### config.mk
export PLATFORM = sky130hd
export DESIGN_NAME = audio_sample_packetizer
export DESIGN_NICKNAME = d
export VERILOG_FILES = /design/src/rtl/audio_sample_packetizer.sv
export SDC_FILE = /design/constraint.sdc
export NUM_CORES = 1
export LEC_CHECK = 0
export ABC_AREA = 1
export BUFFER_PORTS_ARGS = -buffer_cell sky130_fd_sc_hd__buf_2
export CORE_ASPECT_RATIO = 1.75
export CORE_UTILIZATION = 35
export CTS_CLUSTER_DIAMETER = 200
export DETAILED_ROUTE_END_ITERATION = 6
export GPL_TIMING_DRIVEN = 1
export PLACE_DENSITY = 0.54
export SLEW_MARGIN = 20
export SYNTH_ARGS = -nofsm -noshare
export SYNTH_HDL_FRONTEND = slang
export SYNTH_SLANG_ARGS = --single-unit
### constraint.sdc
create_clock -name clk_pixel -period 3.8 [get_ports clk_pixel]
set_clock_uncertainty 0.1 [all_clocks]
set_input_delay 0.95 -clock clk_pixel [delete_from_list [all_inputs] [get_ports clk_pixel]]
set_output_delay 0.95 -clock clk_pixel [all_outputs]
set_load 0.02 [all_outputs]
### src/rtl/audio_sample_packetizer.sv
// HDMI audio sample packet builder: frame FIFO, IEC 60958 frame counter, valid/ready output.
// Optional drop_count port enabled by defining AUDIO_PKT_DROP_COUNT_EN.
module audio_sample_packetizer #(
  parameter int          CHANNELS               = 2,
  parameter int          SAMPLE_WIDTH           = 16,
  parameter int          FIFO_DEPTH             = 8,
  parameter logic [3:0]  SAMPLING_FREQUENCY     = 4'b0000,
  parameter logic [3:0]  WORD_LENGTH            = 4'b0010,
  parameter logic        COPYRIGHT_NOT_ASSERTED = 1'b1
) (
  input  logic                             clk_pixel,
  input  logic                             reset,
  input  logic                             sample_valid,
  input  logic [CHANNELS*SAMPLE_WIDTH-1:0] sample,
  output logic                             pkt_valid,
  input  logic                             pkt_ready,
  output logic [23:0]                      header,
  output logic [223:0]                     sub,
  output logic [7:0]                       frame_counter,
  output logic                             overflow
`ifdef AUDIO_PKT_DROP_COUNT_EN
  ,
  output logic [15:0]                      drop_count
`endif
);

  localparam int FW = CHANNELS * SAMPLE_WIDTH;
  localparam int AW = $clog2(FIFO_DEPTH);
  localparam int SW = SAMPLE_WIDTH;

  typedef enum logic [1:0] {IDLE, LOAD, HOLD} state_t;

  state_t        state, state_d;
  logic [FW-1:0] mem [FIFO_DEPTH];
  logic [AW-1:0] rd_ptr, wr_ptr;
  logic [AW:0]   count;
  logic          full, wr_en, pop;
  logic [2:0]    n;
  logic [23:0]   hdr_d;
  logic [223:0]  sub_d;
  logic [7:0]    fc_d;
  logic [8:0]    fc_sum;

  function automatic logic cs_bit(input logic [7:0] a, input logic [3:0] chn);
    logic [35:0] cs;
    cs = {WORD_LENGTH, 2'b00, 2'b00, SAMPLING_FREQUENCY, chn, 4'd0, 8'd0,
          2'b00, 3'b000, COPYRIGHT_NOT_ASSERTED, 1'b0, 1'b0};
    return (a < 8'd36) ? cs[a[5:0]] : 1'b0;
  endfunction

  function automatic logic [55:0] mk_sub(input logic [SW-1:0] l,
                                         input logic [SW-1:0] r,
                                         input logic [7:0] a,
                                         input logic [3:0] chl);
    logic [23:0] wl, wr;
    logic        cl, cr;
    wl = 24'(l) << (24 - SW);
    wr = 24'(r) << (24 - SW);
    cl = cs_bit(a, chl + 4'd1);
    cr = cs_bit(a, chl + 4'd2);
    return {^wr ^ cr, cr, 1'b0, 1'b0, ^wl ^ cl, cl, 1'b0, 1'b0, wr, wl};
  endfunction

  assign full  = (count == (AW+1)'(FIFO_DEPTH));
  assign wr_en = sample_valid && !full;

  always_comb begin
    state_d = state;
    pop     = 1'b0;
    unique case (state)
      IDLE: if (count != '0 || wr_en) state_d = LOAD;
      LOAD: begin
        pop     = 1'b1;
        state_d = HOLD;
      end
      HOLD: if (pkt_ready) state_d = IDLE;
      default: state_d = IDLE;
    endcase
  end

  generate
    if (CHANNELS == 8) begin : g_l1
      always_comb begin
        logic [FW-1:0] frm;
        frm   = mem[rd_ptr];
        n     = 3'd1;
        sub_d = '0;
        for (int j = 0; j < 4; j++)
          sub_d[j*56 +: 56] = mk_sub(frm[(2*j)*SW +: SW],
                                     frm[(2*j+1)*SW +: SW],
                                     frame_counter, 4'(2*j));
        hdr_d = {3'b000, frame_counter == 8'd0, 4'h0, 3'b000, 1'b1,
                 4'hF, 8'h02};
      end
    end else begin : g_l0
      always_comb begin
        logic [FW-1:0] frm;
        logic [8:0]    t;
        logic [7:0]    a;
        logic [3:0]    pres, b;
        n     = (count >= (AW+1)'(4)) ? 3'd4 : 3'(count);
        sub_d = '0;
        pres  = '0;
        b     = '0;
        for (int i = 0; i < 4; i++) begin
          frm     = mem[rd_ptr + AW'(i)];
          t       = {1'b0, frame_counter} + 9'(i);
          a       = (t >= 9'd192) ? 8'(t - 9'd192) : t[7:0];
          pres[i] = 3'(i) < n;
          b[i]    = pres[i] && (a == 8'd0);
          if (pres[i])
            sub_d[i*56 +: 56] = mk_sub(frm[0 +: SW], frm[SW +: SW], a, 4'd0);
        end
        hdr_d = {b, 4'h0, 3'b000, 1'b0, pres, 8'h02};
      end
    end
  endgenerate

  assign fc_sum = {1'b0, frame_counter} + 9'(n);
  assign fc_d   = (fc_sum >= 9'd192) ? 8'(fc_sum - 9'd192) : fc_sum[7:0];

  always_ff @(posedge clk_pixel)
    if (wr_en) mem[wr_ptr] <= sample;

  always_ff @(posedge clk_pixel) begin
    if (reset) begin
      state         <= IDLE;
      rd_ptr        <= '0;
      wr_ptr        <= '0;
      count         <= '0;
      pkt_valid     <= 1'b0;
      header        <= '0;
      sub           <= '0;
      frame_counter <= '0;
      overflow      <= 1'b0;
    end else begin
      state    <= state_d;
      overflow <= sample_valid && full;
      if (wr_en) wr_ptr <= wr_ptr + AW'(1);
      if (pop) rd_ptr <= rd_ptr + AW'(n);
      count <= count + (AW+1)'(wr_en) - (pop ? (AW+1)'(n) : '0);
      if (pop) begin
        header        <= hdr_d;
        sub           <= sub_d;
        frame_counter <= fc_d;
        pkt_valid     <= 1'b1;
      end else if (state == HOLD && pkt_ready) begin
        pkt_valid <= 1'b0;
      end
    end
  end

`ifdef AUDIO_PKT_DROP_COUNT_EN
  always_ff @(posedge clk_pixel) begin
    if (reset) drop_count <= '0;
    else if (sample_valid && full && drop_count != 16'hFFFF)
      drop_count <= drop_count + 16'd1;
  end
`endif

endmodule

# == Word-level counts from Yosys, hierarchy flattened ==
# Memory sizes are Yosys's and may differ from the RTL's. A register that Yosys moved wholly into a read port is not among the register bits.
# Cells that the tools add are included.
# op_classes
div,0
addsub,16
eq_ne,5
reduce_logical,25
n_lt_le_gt_ge,18
n_bitwise,8
n_mux,37
shift,0
mul,0
# ops
operator,n
56-bit two-way mux,4
24-bit XOR reduction,8
8-bit two-way mux,5
8-bit subtractor (second input constant),5
9-bit by 8-bit >= comparator with 1-bit output (second input constant),4
8-bit zero test,4
8-bit by 6-bit less-than comparator with 1-bit output (second input constant),4
6-bit by 7-bit less-than comparator with 1-bit output (second input constant),4
1-bit two-way mux,21
8-bit by 2-bit adder with 9-bit output (second input constant),2
3-bit two-way mux,4
8-bit by 1-bit adder with 9-bit output (second input constant),1
8-bit by 3-bit adder with 9-bit output,1
8-bit >= comparator (second input constant),1
1-bit bitwise XOR,8
1-bit logical AND,7
3-bit by 1-bit adder with 3-bit output (second input constant),2
3-bit by 2-bit adder with 3-bit output (second input constant),2
1-bit by 3-bit less-than comparator with 1-bit output (first input constant),2
2-bit by 3-bit less-than comparator with 1-bit output (first input constant),2
2-bit case mux with 3 select lines,1
4-bit by 1-bit adder with 4-bit output,1
4-bit equality test (second input constant),1
4-bit by 3-bit >= comparator with 1-bit output (second input constant),1
12 further kinds,14
# word_totals
ff_bits,255
latchBits,0
ram_bits,256
wordCells,127
memories,9
rom_bits,512
# memory_table
name,depth,word_bits,rd,rd_clocked_by_memory_dff,wr,line,source
mem,8,32,4,1,1,34,logic [FW-1:0] mem [FIFO_DEPTH];
(name not given),64,1,1,0,0,48,return (a < 8'd36) ? cs[a[5:0]] : 1'b0;
(name not given),64,1,1,0,0,48,
(name not given),64,1,1,0,0,48,
(name not given),64,1,1,0,0,48,
(name not given),64,1,1,0,0,48,
3 more memories,--,--,--,--,--,--,

# == Longest topological paths before layout ==
# depth
ltp_word,8
depth_mapped,24
ltp_nobuf,21

# == Worst setup path after synthesis ==
# No wires, ideal clock.
# synth_timing
path_type,input to register
startpoint,input port sample_valid
endpoint,memory mem[1][0] (netlist name) (enable)
path_slack_ns,0.415
stages,6
setup_time_ns,0.421
arrival_time_ns,2.864
cell_sequence,inv_1 -> nor2_1 -> inv_1 -> nor2_1 -> inv_1 -> nor2_1
# synth_via
elab_chain_cells,3
# synth_rtl
item,line,source
from (decl),13,"input logic sample_valid,"
1-bit logical AND,65,assign wr_en = sample_valid && !full;
1-bit two-way mux,123,if (wr_en) mem[wr_ptr] <= sample;
1-bit two-way mux (implied by the code),123,
to (decl),34,
# Every way passes these cells.

# == Worst setup path in the final report ==
# layout_timing
startpoint,register count[2]
endpoint,register frame_counter[6]
# layout_via
elab_chain_cells,5
word_cells_on_any_way,6
# layout_rtl
item,line,source
from (decl),36,logic [AW:0] count;
from (signal assigned),141,count <= count + (AW+1)'(wr_en) - (pop ? (AW+1)'(n) : '0);
4-bit by 3-bit >= comparator with 1-bit output,101,n = (count >= (AW+1)'(4)) ? 3'd4 : 3'(count);
3-bit two-way mux (*),101,
8-bit by 3-bit adder with 9-bit output (*),119,"assign fc_sum = {1'b0, frame_counter} + 9'(n);"
8-bit subtractor or 9-bit by 8-bit >= comparator with 1-bit output (tied branches),120,assign fc_d = (fc_sum >= 9'd192) ? 8'(fc_sum - 9'd192) : fc_sum[7:0];
8-bit two-way mux (*),120,
to (signal assigned),134,frame_counter <= '0;
to (signal assigned),145,frame_counter <= fc_d;
to (decl),19,"output logic [7:0] frame_counter,"
# Every way passes the cells marked *; elsewhere a longest branch is shown, timed or not.
# A chain may end at the register's enable or synchronous reset.

==> results.toml <==
[worst_setup_path]
endpoint_kind = "register"
cp.required_ns = 4.20
crit_arrival_ns = 3.72
crit_fanout = 5
path_cells = "nor2_1, inv_1, nor2_1, ha_1, inv_1, fa_1, or2_2, a21oi_2, nand2_1, xor2_1, ha_1, and3_1, nand3_1, nand3_1, xor2_1, o21ai_0, inv_1"
crit_path_start_kind = "register"
cp_slowest_cell = "fa_1"
max_stage_delay_ns = 0.40
critical_path.most_common_cell = "inv_1"
criticalPathCategory = "reg -> reg"

[placement]
placed_area_mm2 = 0.03075
io_buffers = 198
place_congestion = 0.9601
hpwlAfterDp_mm = 85.91

[global_route]
grt_pass1_vias = 26950
grt_max_degree = 164
grt.overflow.total = 0
antenna_found_initial = 7
grtUsageTotal_pct = 28.32
grt_pass1_wl_mm = 173.9

[timing]
relSlewSlack_pct = 31.64
drv_slew = 0
rsz0062_at_grt = "false"
finalHoldViolations = 0
period_share_pct = 87.56
finalSetupTns_ns = 0
post-route-min-period_ns = 3.327
setup_viol = 0
max_freq_mhz = 300.6
worst_pin_slew_ns = 1.019

[floorplan]
fp.dieW_um = 218.1
io_pins = 294
fp.dieArea_mm2 = 0.08292
initial_core_util_pct = 35.40
fp-row-count = 138
die_h_um = 380.2
core_mm2 = 0.08081

[cts]
cts_sinks = 434
insertion_delay_ns = 0.61
postCtsSetupRepairBufs = 0
tritoncts.num_buffers = 44
htreeDepth = 2
cts_tree = "built"
clockBufferDepth = 3
root_buffer = "clkbuf_16"
clk_pin_slew_ns = 0.06

[route]
viasPerCell = 5.167
antenna_left = 0
drcViolationCount = 0
drt-total-wl_mm = 118.5
drtIter0Drc = 2572
vias = 28980
avgRoutedWirePerCell_um = 21.13
first_pass_iters = 6

[power_and_ir_drop]
peakVddDrop_v = 0.0005302
power_frac_seq_pct = 19.7
swShare_pct = 54.59
p_int_uw = 13780
power_frac_clock_pct = 15.2
power.net_switching_uw = 16560
p_per_area_mw_per_mm2 = 941.2
p_comb_share_pct = 65.1
p_leak_uw = 0.01552

[finish]
finalNetCount = 4582
area_growth_pct = 12.69
drive_gt1_share_pct = 9.546
final_area_mm2 = 0.03224
final_common_cell = "nand2_1"
most-common-layout-cells = "2240 x nand2_1, 538 x nand3_1, 274 x a21oi_1"

[hold_path]
hold_class = "reg -> reg"

[synthesis]
synth_seq_area_share_pct = 39.33
synth.avg_cell_area_um2 = 6.497
synth_cells = 4403
synth.ff_latch_count = 434
synth.distinct_cells = 38
synth_area_mm2 = 0.02860
ys.warnings.count = 0

[flow_run]
cap_viol_max_count = 0

[status]
outcome = "finished, final reports clean"
## synthesized netlist by cell type
cell	n	area, µm²
nor2_4	2	22.52
dfxtp_1	178	3563
and3_1	1	6.260
a21oi_1	276	1381
inv_2	23	86.33
nor3_1	5	25.02
xor2_1	23	201.4
clkbuf_1	79	296.5
nand4_1	17	106.4
clkinv_1	4	15.01
a211oi_1	1	7.510
o21bai_1	1	7.510
nand2_4	1	11.26
nand3b_1	2	15.01
or2_1	1	6.260
ha_1	22	275.3
nor2_1	71	266.5
o21ai_0	121	605.6
inv_1	219	822.0
conb_1	1	3.750
a21o_1	1	7.510
xor2_2	1	16.27
fa_1	3	60.06
buf_6	3	33.78
o31ai_1	2	15.01
xnor2_1	7	61.31
o211ai_1	26	195.2
xnor2_2	1	16.27
a21oi_2	2	17.52
buf_4	121	908.4
nor4_1	2	12.51
buf_2	125	625.6
or2_2	1	6.260
buf_1	10	37.54
nand2_1	2241	8412
o21ai_1	15	75.07
nand3_1	538	2693
edfxtp_1	256	7687
## layout make-up
class,instances,area [µm²]
fillers,8677,48570
multi-input cells,3479,15000
clock buffers,52,1184
inverters,246,935.9
clock inverters,30,297.8
diodes,2,5.005
well taps,1050,1314
repair buffers,316,2233
flip-flops and latches,434,11260
## power groups by stage
stage / Clock, µW / Combinational (µW) / Sequential (µW)
global placement: 0 / 19500 / 6060
floorplan: 0 / 12400 / 6360
CTS: 4740 / 19600 / 5960
global route: 4880 / 21800 / 6030
finish: 4620 / 19800 / 5970
detailed placement: 0 / 19600 / 6060
## stage by stage
stage,total power [µW],setup WS (ns),util [%],hold WS [ns],cells
finish,30340,0.4729,39.89,0.3608,5609
global route,32730,0.08811,39.89,0.3760,5608
global placement,25510,0.3806,38.05,0.3497,5525
detailed placement,25660,0.4330,38.05,0.3522,5525
floorplan,18750,0.4146,-,0.3516,4497
CTS,30350,0.4130,39.88,0.3623,5607
## timing repair
item,4_1_cts,5_1_grt
hold buffers,0,0
setup endpoints to repair,0,1
gates resized for setup,0,1
## critical path, delay by kind of cell (launching register included)
family          cells  cell delay (ns)
compound gates      2             0.32
xor+xnor            2             0.34
fa+ha+maj           3             0.81
buf+inv             3             0.22
flops               1             0.34
simple gates        7             1.08
## per-layer routing
layer  track usage (%)  vias up  part of all wire [%]
met5                 0        -                 0.030
met4             17.25        6                   6.9
met3             4.237      252                   6.0
met2             49.37     1085                    49
met1             32.17    13430                    38
li1                  -    14210                     -
## flip-flops by register name, indices dropped and copies added (netlist names), named ones only
name           flops
overflow           1
mem              256
count              4
header             9
rd_ptr             3
state              2
sub              144
wr_ptr             3
pkt_valid          1
frame_counter      8
## final timing paths
check / endpoint / slack [ns] / startpoint / cells after the start
worst max-delay path: frame_counter[6]$_SDFFE_PP0P_ / 0.47 / count[2]$_SDFF_PP0_ / 17
worst min-delay path: pkt_valid$_SDFFE_PP0P_ / 0.36 / pkt_valid$_SDFFE_PP0P_ / 2
worst max register to register: frame_counter[6]$_SDFFE_PP0P_ / 0.47 / count[2]$_SDFF_PP0_ / 17
worst min register to register: pkt_valid$_SDFFE_PP0P_ / 0.36 / pkt_valid$_SDFFE_PP0P_ / 2
## cell families after synthesis
family / Yosys count / synth area share (%)
flip-flops: 434 / 39.33
AO/OA/AOI/OAI: 445 / 8.083
other: 1 / 0.01311
adder cells (fa/ha/maj): 25 / 1.172
XOR/XNOR: 32 / 1.032
buffers and inverters: 584 / 9.877
AND/OR/NAND/NOR: 2882 / 40.49
(Power assumes the default switching activity.)
